`src/rtl/sweep_pkg.sv`:
```
// Shared types and default constants for the frequency-sweep sequencer.
// Contents:
//   state_e         sequencer FSM states
//   DAT_WIDTH_DEF   default frequency word width (matches generator out_freq)
//   DWELL_WIDTH_DEF default dwell count width
//   SETTLE_DEF      default blanking time, covers generator divider + CORDIC pipe
//   max_u           helper for sizing the shared counter
package sweep_pkg;

   typedef enum logic [1:0] {
      StIdle,
      StSettle,
      StDwell
   } state_e;

   localparam int unsigned DAT_WIDTH_DEF     = 16;
   localparam int unsigned DWELL_WIDTH_DEF   = 24;

   // Generator latency components: divider width plus CORDIC stages, plus
   // two cycles for the input and output registers.
   localparam int unsigned GEN_DIV_WIDTH     = 30;
   localparam int unsigned GEN_CORDIC_STAGES = 16;
   localparam int unsigned SETTLE_DEF        = GEN_DIV_WIDTH + GEN_CORDIC_STAGES + 2;

   function automatic int unsigned max_u(input int unsigned a, input int unsigned b);
      return (a > b) ? a : b;
   endfunction

endpackage

```
`src/rtl/sweep_sequencer_if.sv`:
```
// Configuration handshake and generator-facing outputs of the sweep sequencer.
// master: host / register block side (offers config, observes status).
// slave:  sweep_sequencer side.
// Signals: cfg_valid/cfg_ready handshake, start/stop/step frequency words,
//   dwell count, repeat_en, abort; out_freq/out_valid to generator and
//   consumers; busy, done, wrap, cfg_err status.
interface sweep_sequencer_if #(
   parameter int unsigned DAT_WIDTH   = sweep_pkg::DAT_WIDTH_DEF,
   parameter int unsigned DWELL_WIDTH = sweep_pkg::DWELL_WIDTH_DEF
);
   logic                   cfg_valid;
   logic                   cfg_ready;
   logic [DAT_WIDTH-1:0]   start_freq;
   logic [DAT_WIDTH-1:0]   stop_freq;
   logic [DAT_WIDTH-1:0]   step_freq;
   logic [DWELL_WIDTH-1:0] dwell;
   logic                   repeat_en;
   logic                   abort;
   logic [DAT_WIDTH-1:0]   out_freq;
   logic                   out_valid;
   logic                   busy;
   logic                   done;
   logic                   wrap;
   logic                   cfg_err;

   modport master (
      output cfg_valid, start_freq, stop_freq, step_freq, dwell, repeat_en, abort,
      input  cfg_ready, out_freq, out_valid, busy, done, wrap, cfg_err
   );

   modport slave (
      input  cfg_valid, start_freq, stop_freq, step_freq, dwell, repeat_en, abort,
      output cfg_ready, out_freq, out_valid, busy, done, wrap, cfg_err
   );
endinterface

```
`src/rtl/sweep_counter.sv`:
```
// Loadable down-counter with zero flag, shared by the settle and dwell phases.
// Ports:
//   clk, rst  clock, asynchronous active-high reset
//   load      load load_val this cycle (takes priority over counting)
//   load_val  value to load
//   zero      count is zero
// Saturates at zero when not reloaded.
module sweep_counter #(
   parameter int unsigned WIDTH = 24
) (
   input  logic             clk,
   input  logic             rst,
   input  logic             load,
   input  logic [WIDTH-1:0] load_val,
   output logic             zero
);

   logic [WIDTH-1:0] count_q;

   always_ff @(posedge clk or posedge rst) begin
      if (rst) begin
         count_q <= '0;
      end else if (load) begin
         count_q <= load_val;
      end else if (count_q != '0) begin
         count_q <= count_q - 1'b1;
      end
   end

   assign zero = (count_q == '0);

endmodule

```
`src/rtl/sweep_sequencer.sv`:
```
// Frequency-sweep controller feeding the NCO/CORDIC generator.
// Ports:
//   clk, rst  clock, asynchronous active-high reset
//   bus       sweep_sequencer_if.slave: config handshake in, out_freq/out_valid
//             and busy/done/wrap/cfg_err status out
// Each point: SETTLE blanked cycles, then max(dwell,1) valid cycles.
module sweep_sequencer
   import sweep_pkg::*;
#(
   parameter int unsigned DAT_WIDTH   = DAT_WIDTH_DEF,
   parameter int unsigned DWELL_WIDTH = DWELL_WIDTH_DEF,
   parameter int unsigned SETTLE      = SETTLE_DEF
) (
   input logic               clk,
   input logic               rst,
   sweep_sequencer_if.slave  bus
);

   localparam int unsigned CNT_WIDTH = max_u(DWELL_WIDTH, $clog2(SETTLE));
   localparam logic [CNT_WIDTH-1:0] SETTLE_LOAD = CNT_WIDTH'(SETTLE - 1);

   state_e                 state_q, state_d;
   logic [DAT_WIDTH-1:0]   freq_q, freq_d;
   logic [DAT_WIDTH-1:0]   start_q, stop_q, step_q;
   logic [DWELL_WIDTH-1:0] dwell_q;
   logic                   repeat_q;
   logic                   done_q, done_d;
   logic                   wrap_q, wrap_d;
   logic                   err_q, err_d;
   logic                   cfg_latch;
   logic                   cnt_load;
   logic [CNT_WIDTH-1:0]   cnt_val;
   logic                   cnt_zero;

   logic                   handshake;
   logic                   reject;
   logic [DWELL_WIDTH-1:0] dwell_m1;
   logic [DAT_WIDTH:0]     next_sum;
   logic                   is_last;

   assign handshake = bus.cfg_valid & (state_q == StIdle);
   assign reject    = (bus.start_freq > bus.stop_freq) |
                      ((bus.step_freq == '0) & (bus.start_freq != bus.stop_freq));
   assign dwell_m1  = (bus.dwell == '0) ? '0 : bus.dwell - 1'b1;

   // One extra bit so a step past the top of the range is seen as "last"
   // instead of wrapping back to a small frequency. A zero step (only legal
   // with start == stop) is a single-point sweep.
   assign next_sum  = {1'b0, freq_q} + {1'b0, step_q};
   assign is_last   = (next_sum > {1'b0, stop_q}) | (step_q == '0);

   always_comb begin
      state_d   = state_q;
      freq_d    = freq_q;
      done_d    = 1'b0;
      wrap_d    = 1'b0;
      err_d     = 1'b0;
      cfg_latch = 1'b0;
      cnt_load  = 1'b0;
      cnt_val   = SETTLE_LOAD;
      unique case (state_q)
         StIdle: begin
            if (handshake) begin
               if (reject) begin
                  err_d = 1'b1;
               end else begin
                  cfg_latch = 1'b1;
                  freq_d    = bus.start_freq;
                  state_d   = StSettle;
                  cnt_load  = 1'b1;
               end
            end
         end
         StSettle: begin
            if (bus.abort) begin
               state_d = StIdle;
            end else if (cnt_zero) begin
               state_d  = StDwell;
               cnt_load = 1'b1;
               cnt_val  = CNT_WIDTH'(dwell_q);
            end
         end
         StDwell: begin
            // Abort beats a coincident dwell end: no done/wrap.
            if (bus.abort) begin
               state_d = StIdle;
            end else if (cnt_zero) begin
               if (!is_last) begin
                  freq_d   = next_sum[DAT_WIDTH-1:0];
                  state_d  = StSettle;
                  cnt_load = 1'b1;
               end else if (repeat_q) begin
                  freq_d   = start_q;
                  wrap_d   = 1'b1;
                  state_d  = StSettle;
                  cnt_load = 1'b1;
               end else begin
                  done_d  = 1'b1;
                  state_d = StIdle;
               end
            end
         end
         default: state_d = StIdle;
      endcase
   end

   always_ff @(posedge clk or posedge rst) begin
      if (rst) begin
         state_q  <= StIdle;
         freq_q   <= '0;
         start_q  <= '0;
         stop_q   <= '0;
         step_q   <= '0;
         dwell_q  <= '0;
         repeat_q <= 1'b0;
         done_q   <= 1'b0;
         wrap_q   <= 1'b0;
         err_q    <= 1'b0;
      end else begin
         state_q <= state_d;
         freq_q  <= freq_d;
         done_q  <= done_d;
         wrap_q  <= wrap_d;
         err_q   <= err_d;
         if (cfg_latch) begin
            start_q  <= bus.start_freq;
            stop_q   <= bus.stop_freq;
            step_q   <= bus.step_freq;
            dwell_q  <= dwell_m1;
            repeat_q <= bus.repeat_en;
         end
      end
   end

   sweep_counter #(
      .WIDTH (CNT_WIDTH)
   ) u_counter (
      .clk      (clk),
      .rst      (rst),
      .load     (cnt_load),
      .load_val (cnt_val),
      .zero     (cnt_zero)
   );

   assign bus.cfg_ready = (state_q == StIdle);
   assign bus.busy      = (state_q != StIdle);
   assign bus.out_valid = (state_q == StDwell);
   assign bus.out_freq  = freq_q;
   assign bus.done      = done_q;
   assign bus.wrap      = wrap_q;
   assign bus.cfg_err   = err_q;

endmodule
```
`src/flat_wrapper.sv`:
```
// flat-port wrapper written by rule: the top's interface ports become plain ports
module sweep_sequencer_flat import sweep_pkg::*;
#(
   parameter int unsigned DAT_WIDTH   = DAT_WIDTH_DEF,
   parameter int unsigned DWELL_WIDTH = DWELL_WIDTH_DEF,
   parameter int unsigned SETTLE      = SETTLE_DEF
)
  (clk, rst, bus_cfg_valid, bus_start_freq, bus_stop_freq, bus_step_freq, bus_dwell, bus_repeat_en, bus_abort, bus_cfg_ready, bus_out_freq, bus_out_valid, bus_busy, bus_done, bus_wrap, bus_cfg_err);
  sweep_sequencer_if #(.DAT_WIDTH(DAT_WIDTH), .DWELL_WIDTH(DWELL_WIDTH)) bus_i ();
  input logic clk;
  input logic rst;
  input wire logic [$bits(bus_i.cfg_valid)-1:0] bus_cfg_valid;
  input wire logic [$bits(bus_i.start_freq)-1:0] bus_start_freq;
  input wire logic [$bits(bus_i.stop_freq)-1:0] bus_stop_freq;
  input wire logic [$bits(bus_i.step_freq)-1:0] bus_step_freq;
  input wire logic [$bits(bus_i.dwell)-1:0] bus_dwell;
  input wire logic [$bits(bus_i.repeat_en)-1:0] bus_repeat_en;
  input wire logic [$bits(bus_i.abort)-1:0] bus_abort;
  output wire logic [$bits(bus_i.cfg_ready)-1:0] bus_cfg_ready;
  output wire logic [$bits(bus_i.out_freq)-1:0] bus_out_freq;
  output wire logic [$bits(bus_i.out_valid)-1:0] bus_out_valid;
  output wire logic [$bits(bus_i.busy)-1:0] bus_busy;
  output wire logic [$bits(bus_i.done)-1:0] bus_done;
  output wire logic [$bits(bus_i.wrap)-1:0] bus_wrap;
  output wire logic [$bits(bus_i.cfg_err)-1:0] bus_cfg_err;
  assign bus_i.cfg_valid = bus_cfg_valid;
  assign bus_i.start_freq = bus_start_freq;
  assign bus_i.stop_freq = bus_stop_freq;
  assign bus_i.step_freq = bus_step_freq;
  assign bus_i.dwell = bus_dwell;
  assign bus_i.repeat_en = bus_repeat_en;
  assign bus_i.abort = bus_abort;
  assign bus_cfg_ready = bus_i.cfg_ready;
  assign bus_out_freq = bus_i.out_freq;
  assign bus_out_valid = bus_i.out_valid;
  assign bus_busy = bus_i.busy;
  assign bus_done = bus_i.done;
  assign bus_wrap = bus_i.wrap;
  assign bus_cfg_err = bus_i.cfg_err;
  sweep_sequencer #(.DAT_WIDTH(DAT_WIDTH), .DWELL_WIDTH(DWELL_WIDTH), .SETTLE(SETTLE)) u_core (.clk(clk), .rst(rst), .bus(bus_i));
endmodule
```
`config.mk`:
```
export PLATFORM = sky130hd
export DESIGN_NAME = sweep_sequencer_flat
export DESIGN_NICKNAME = d
export VERILOG_FILES = /design/src/rtl/sweep_pkg.sv /design/src/rtl/sweep_sequencer_if.sv /design/src/rtl/sweep_counter.sv /design/src/rtl/sweep_sequencer.sv /design/src/flat_wrapper.sv
export SDC_FILE = /design/constraint.sdc
export NUM_CORES = 1
export LEC_CHECK = 0
export BUFFER_PORTS_ARGS = -buffer_cell sky130_fd_sc_hd__buf_4
export CORE_ASPECT_RATIO = 1.2
export CORE_MARGIN = 5
export CORE_UTILIZATION = 49
export CTS_CLUSTER_SIZE = 30
export DETAILED_ROUTE_END_ITERATION = 8
export PLACE_DENSITY = 0.69
export SYNTH_ARGS = -nofsm -noshare
export SYNTH_HDL_FRONTEND = slang
export SYNTH_HIERARCHICAL = 1
export SYNTH_SLANG_ARGS = --single-unit
```
`constraint.sdc`:
```
create_clock -name clk -period 5.21 [get_ports clk]
set_input_delay 0.7815 -clock clk [delete_from_list [all_inputs] [get_ports clk]]
set_output_delay 0.7815 -clock clk [all_outputs]
set_load 0.1 [all_outputs]
```
After elaboration in Yosys (flattened, before gate mapping)
Cells that the tools add are included.
{ "word_totals": {"reg_bits": 118, "inputBits": 77} }
{ "op_classes": {"n_addsub": 3, "n_lt_le_gt_ge": 2, "eq_ne": 10, "muxes": 44, "bitwise_logic": 4, "n_reduce_logical": 11} }
{ "ops": {"columns": ["operator", "n"], "rows": [
  ["2-to-1 mux 24 bit", 6],
  ["2-to-1 mux 16 bit", 6],
  ["logical NOT 24 bit", 2],
  ["subtractor 24 x 1 -> 24 bit, second input constant", 2],
  ["logical NOT 16 bit", 2],
  ["case mux 16 bit (2 select lines)", 1],
  ["nonzero test 24 bit", 1],
  ["2-to-1 mux 1 bit", 22],
  ["adder 16 x 16 -> 17 bit", 1],
  ["> comparator 17 x 16 -> 1 bit", 1],
  ["> comparator 16 bit", 1],
  ["!= test 16 bit", 1],
  ["2-to-1 mux 2 bit", 7],
  ["!= test 3 x 2 -> 1 bit, second input constant", 3],
  ["case mux 2 bit (3 select lines)", 1],
  ["AND reduction 6 bit", 1],
  ["nonzero test 2 bit", 3],
  ["!= test 2 x 1 -> 1 bit, second input constant", 2],
  ["!= test 2 bit, second input constant", 2],
  ["AND reduction 4 bit", 1],
  ["case mux 1 bit (3 select lines)", 1],
  ["bitwise AND 1 bit", 2],
  ["== test 2 x 1 -> 1 bit, second input constant", 1],
  ["== test 2 bit, second input constant", 1],
  ["2 further kinds", 3]
]} }

Logic depth before layout (Yosys ltp)
{ "logic_depth": {"ltp_word": 8, "mapped_depth": 23} }

Cells and area by module
Netlist, hierarchy kept.
{ "modules_own_cells": {"columns": ["module", "n_inst", "cells_each", "area_each_um2", "seq_area_each_um2"], "rows": [
  ["sweep_sequencer", 1, 625, 5929.4, 2352.3],
  ["sweep_counter", 1, 178, 1581.5, 600.6]
]} }

Worst setup path before layout
No wires, ideal clock.
{ "synth_timing": {"path_kind": "register to register", "startpoint": "reg u_core.freq_q[6], in the netlist u_core/bus.out_freq[6]", "endpoint": "reg u_core.u_counter.count_q[12]", "setup_ns": 0.110, "t_arrival_ns": 5.181, "required_ns": 5.100, "path_slack_ns": -0.081, "path_stages_with_launch": 21, "n_path_buf": 3, "period_less_slack_ns": 5.291, "path_cell_list": "dfrtp_1 > ha_1 > a2111o_1 > o22a_1 > a221o_1 > a21o_1 > a21oi_1 > xor2_1 > inv_1 > ha_1 > nand4_1 > a21oi_1 > nor2_1 > o211a_1 > o21ai_0 > o211a_1 > clkbuf_1 > nand2b_1 > clkbuf_1 > clkbuf_1 > o41ai_1"} }
{ "synth_via": {"elab_chain_len": 8, "elab_cells_between_ends": 9, "classes_between": "add/sub: 1; order compare: 1; mux: 5; bitwise: 1; reduce/logical: 1"} }
{ "synth_rtl": {"columns": ["item", "line", "text"], "rows": [
  ["start: declaration", "sweep_sequencer.sv:23", "logic [DAT_WIDTH-1:0] freq_q, freq_d;"],
  ["start signal: assignment", "sweep_sequencer.sv:121", "freq_q <= freq_d;"],
  ["adder 16 x 16 -> 17 bit *", "sweep_sequencer.sv:49", "assign next_sum = {1'b0, freq_q} + {1'b0, step_q};"],
  ["> comparator 17 x 16 -> 1 bit *", "sweep_sequencer.sv:50", "assign is_last = (next_sum > {1'b0, stop_q}) | (step_q == '0);"],
  ["OR 1 bit *", "sweep_sequencer.sv:50", null],
  ["2-to-1 mux 1 bit *", "sweep_sequencer.sv:88", "if (!is_last) begin"],
  ["2-to-1 mux 1 bit *", "sweep_sequencer.sv:87", "end else if (cnt_zero) begin"],
  ["2-to-1 mux 1 bit *", "sweep_sequencer.sv:85", "if (bus.abort) begin"],
  ["case mux 1 bit (3 select lines) *", "sweep_sequencer.sv:61", "unique case (state_q)"],
  ["net u_core.cnt_load", "sweep_sequencer.sv:31", "logic cnt_load;"],
  ["2-to-1 mux 24 bit or nonzero test 2 bit (tied branches)", null, null],
  ["end signal: assignment", "sweep_counter.sv:24", "count_q <= load_val;"],
  ["end signal: assignment", "sweep_counter.sv:26", "count_q <= count_q - 1'b1;"],
  ["end: declaration", "sweep_counter.sv:18", "logic [WIDTH-1:0] count_q;"]
]} }
Mark *: on every way through the listed nets, which the timed path passes. The rest lies on a longest branch.
A chain may end at the register's enable or synchronous reset.

Worst setup path after layout
{ "layout_timing": {"startpoint": "reg u_core.freq_q[6], in the netlist u_core/bus.out_freq[6]", "endpoint": "reg u_core.u_counter.count_q[22]"} }
The elaborated chain is that of the path after synthesis.

==> flow_summary_export.csv <==
group,metric,value,unit
placement,place_congestion,0.946,
setup_path,cp-start-kind,"flop",
pwr,p_int,2900,uW
die,die_area,0.0179,mm^2
logic_synthesis,ys_warn_count,6,
logic_synthesis,synth_cell_types,73,
route,ant_nets,0,
cts,clock-sinks,118,
setup_path,slowest_stage,"nor3_2",
timing,grt_setup_unrepaired,"false",
layout,mostFrequentLayoutCells,"dfrtp_1, buf_4, nand2_1",
logic_synthesis,synth_seq_cells,118,
timing,worstMarginPinSlew,947,ps
layout,fillers,1324,
logic_synthesis,synth_flop_cell,"dfrtp_1",
logic_synthesis,synth_adder_area_share,8.76,%
setup_path,crit_fanout,13,
cts,cts_tree,"built",
timing,max_freq,213,MHz
logic_synthesis,synth.area.mux_share,5.75,%
die,floorplan.initialDensity,50.0,%
cts,ctsRootBufferMaster,"clkbuf_16",
logic_synthesis,syn-num-nets,932,
layout,synthToLayoutAreaGrowth,21.8,%
outcome,status,"finished clean",
setup_path,crit_required,5480,ps
pwr,p_sw_share,42.2,%
logic_synthesis,postSynthAreaPerCell,9.35,um^2
timing,slew_viol_final,0,
setup_path,worstSetupPathType,"flop to flop",
setup_path,worstPathCellList,"ha_1 -> a2111o_1 -> o22a_1 -> a221o_1 -> a21o_1 -> a21oi_1 -> xor2_1 -> inv_1 -> ha_1 -> nand4_1 -> a21oi_1 -> nor2_1 -> o211a_1 -> o21ai_2 -> o211a_1 -> nand2b_2 -> buf_4 -> nor3_2 -> a221oi_1",
setup_path,regToRegSetupSlack,510,ps
route,wl_per_cell,17.4,um
cts,cts_hold_buf,0,
global_route,first_global_vias,6235,
logic_synthesis,synth_top_family_by_area,"simple AND/OR/NAND/NOR gates",
setup_path,cp-end-kind,"flop",
placement,dp_hpwl,14.5,mm
timing,period_needed,4700,ps
layout,num_antenna_cells,0,
global_route,grt_max_degree,62,
route,dr_total_vias,6358,
placement,io_buffers,98,
layout,drive_gt1_share,22.4,%
logic_synthesis,synth-compound-area-share,18.4,%
setup_path,crit_arrival,4970,ps
die,dieWidth,123,um
pwr,comb_power_share,47.9,%
timing,fin_skew,6.14,ps
logic_synthesis,synth-simple-area-share,19.3,%
timing,relSlewSlack,36.8,%
route,drc,0,
setup_path,max_stage_delay,440,ps
global_route,gr-total-overflow,0,
layout,layout.nets,1034,
die,dieHeight,146,um
route,firstDrtPassIters,5,
pwr,clkPwrFrac,24.0,%
logic_synthesis,syn_inst,803,
logic_synthesis,async_flop_share,100,%
global_route,grt_first_pass_wirelength,32.2,mm
die,core_area,0.0150,mm^2
timing,holdWs,467,ps
timing,setup_tns,0,ps
logic_synthesis,synth_xor_area_share,4.08,%
timing,finalHoldViolCount,0,
timing,setup_viol,0,
pwr,p_leak,0.00413,uW
pwr,p_sw,2110,uW
run,drv_cap,0,
cts,clkLatencyLatePin,420,ps
route,routed_wl,19.5,mm
global_route,grt.total_usage,22.4,%
min_path,hp-class,"flop to flop",
pwr,ir_drop,0.425,mV
cts,numCtsBuffers,17,
layout,final_common_cell,"dfrtp_1",
global_route,antenna_found_initial,0,
route,drt_first_iter_violations,428,
die,pin_count,99,
pwr,power_density,548,mW/mm^2
pwr,p_seq_share,28.1,%
logic_synthesis,synth-edff-count,0,
logic_synthesis,netlist_area,0.00751,mm^2
die,rows,49,
cts,htreeDepth,4,
timing,fin_crit_sh,90.2,%
logic_synthesis,seq_area_frac_synth,39.3,%
cts,cts_buffer_depth,2,
cts,cts.clk_slew.worst_paths,50,ps
route,routed_via_density,5.67,
==> final timing paths <==
| path | startpoint | to | cells after the start |
|---|---|---|---|
| worst max-delay path | u_core/bus.out_freq[6]$_DFFE_PP0P_ | u_core/u_counter/count_q[22]$_DFFE_PP0P_ | 19 |
| worst min-delay path | u_core/dwell_q[20]$_DFFE_PP0P_ | u_core/dwell_q[20]$_DFFE_PP0P_ | 2 |
| worst max register to register | u_core/bus.out_freq[6]$_DFFE_PP0P_ | u_core/u_counter/count_q[22]$_DFFE_PP0P_ | 19 |
| worst min register to register | u_core/dwell_q[20]$_DFFE_PP0P_ | u_core/dwell_q[20]$_DFFE_PP0P_ | 2 |
| max in group asynchronous | rst | u_core/bus.out_freq[6]$_DFFE_PP0P_ | 3 |
| min in group asynchronous | rst | u_core/state_q[0]$_DFFE_PP0P_ | 2 |
==> state kept, by name (all words and copies together) (netlist names) <==
signal and flops:
u_core/bus.out_freq 16, u_core/dwell_q 24, u_core/u_counter/count_q 24, u_core/repeat_q 1, u_core/stop_q 16, u_core/bus.done 1, u_core/step_q 16, u_core/state_q 2
u_core/bus.wrap 1, u_core/start_q 16, u_core/bus.cfg_err 1
==> synth_stat cells (3+ instances only) <==
master | number | area share [%]
mux2i_1 | 6 | 0.80
xor2_1 | 9 | 1.0
inv_1 | 55 | 2.7
or4_1 | 7 | 0.70
nor3b_1 | 4 | 0.40
o21ai_1 | 5 | 0.33
a21oi_1 | 30 | 2.0
a221oi_1 | 3 | 0.35
clkbuf_1 | 26 | 1.3
nor3_1 | 15 | 1.0
ha_1 | 51 | 8.5
buf_2 | 5 | 0.33
a211oi_1 | 19 | 1.9
nor2_1 | 43 | 2.1
xnor2_1 | 26 | 3.0
nor4_1 | 21 | 1.7
nand4_1 | 11 | 0.92
o31ai_1 | 8 | 0.80
nand2_1 | 71 | 3.5
o311a_1 | 3 | 0.40
o211ai_1 | 7 | 0.70
mux2_2 | 33 | 4.9
a31oi_1 | 9 | 0.75
and3_1 | 4 | 0.33
o2bb2ai_1 | 10 | 1.2
dfrtp_1 | 118 | 39
o21ai_0 | 66 | 4.4
nor2b_1 | 12 | 1.0
nand2b_1 | 11 | 0.92
o41ai_1 | 7 | 0.82
or3_1 | 5 | 0.42
and2_1 | 24 | 2.0
nand3_1 | 15 | 1.0
a21o_1 | 11 | 1.1
==> logic make-up after synthesis <==
kind of cell / count (synthesis)
AOI/OAI and AO/OA: 207
xor gates and xnor gates: 35
adders and majority gates: 52
buffers and inverters: 87
DFF: 118
muxes: 39
and+or+nand+nor: 265
==> layout make-up <==
type	count	area, um^2	area share, %
Sequential cell	118	2950	32.3
Tap cell	204	255	2.79
Clock inverter	8	92.6	1.01
Inverter	55	213	2.33
Timing Repair Buffer	115	863	9.44
Multi-Input combinational cell	598	4250	46.4
Clock buffer	24	522	5.70
==> per-stage QoR <==
stage / setup WS (ps) / cell area (um^2) / util [%] / instances / power [uW]
floorplan: 36.5 / 7510 / - / 803 / 3190
global placement: 441 / 8490 / 56.5 / 1085 / 3760
detailed placement: 313 / 8490 / 56.5 / 1085 / 3800
CTS: 288 / 9100 / 60.6 / 1117 / 5020
global route: 186 / 9150 / 60.9 / 1122 / 5350
finish: 510 / 9150 / 60.9 / 1122 / 5020
==> worst max-delay path: cells and delay by family, from the launching register on <==
kind            cells  cell delay (ps)
compound gates     10             2130
fa+ha+maj           2              710
simple gates        4              800
flops               1              410
buf+inv             2              290
xor+xnor            1              200
==> power groups by stage <==
stage | combinational, uW | clock, uW | sequential, uW
after global placement | 2350 | 0 | 1410
after CTS | 2390 | 1220 | 1410
after detailed placement | 2380 | 0 | 1420
after floorplan | 1580 | 0 | 1610
final | 2400 | 1200 | 1410
after global routing | 2640 | 1270 | 1440
==> layer usage <==
layer | vias up | global-route usage [%] | wire length [um] | share of wire (%)
met5 | - | 0 | 0 | 0
met4 | 0 | 5.76 | 169 | 0.87
met2 | 165 | 34.1 | 9040 | 46
met3 | 14 | 4.82 | 1010 | 5.2
met1 | 3042 | 32.6 | 9260 | 48
li1 | 3137 | - | - | -
==> timing repair <==
item                       CTS  global route
setup buffers                0             5
setup endpoints to repair    0             5
gates resized for setup      0             2
(Power assumes the default switching activity.)
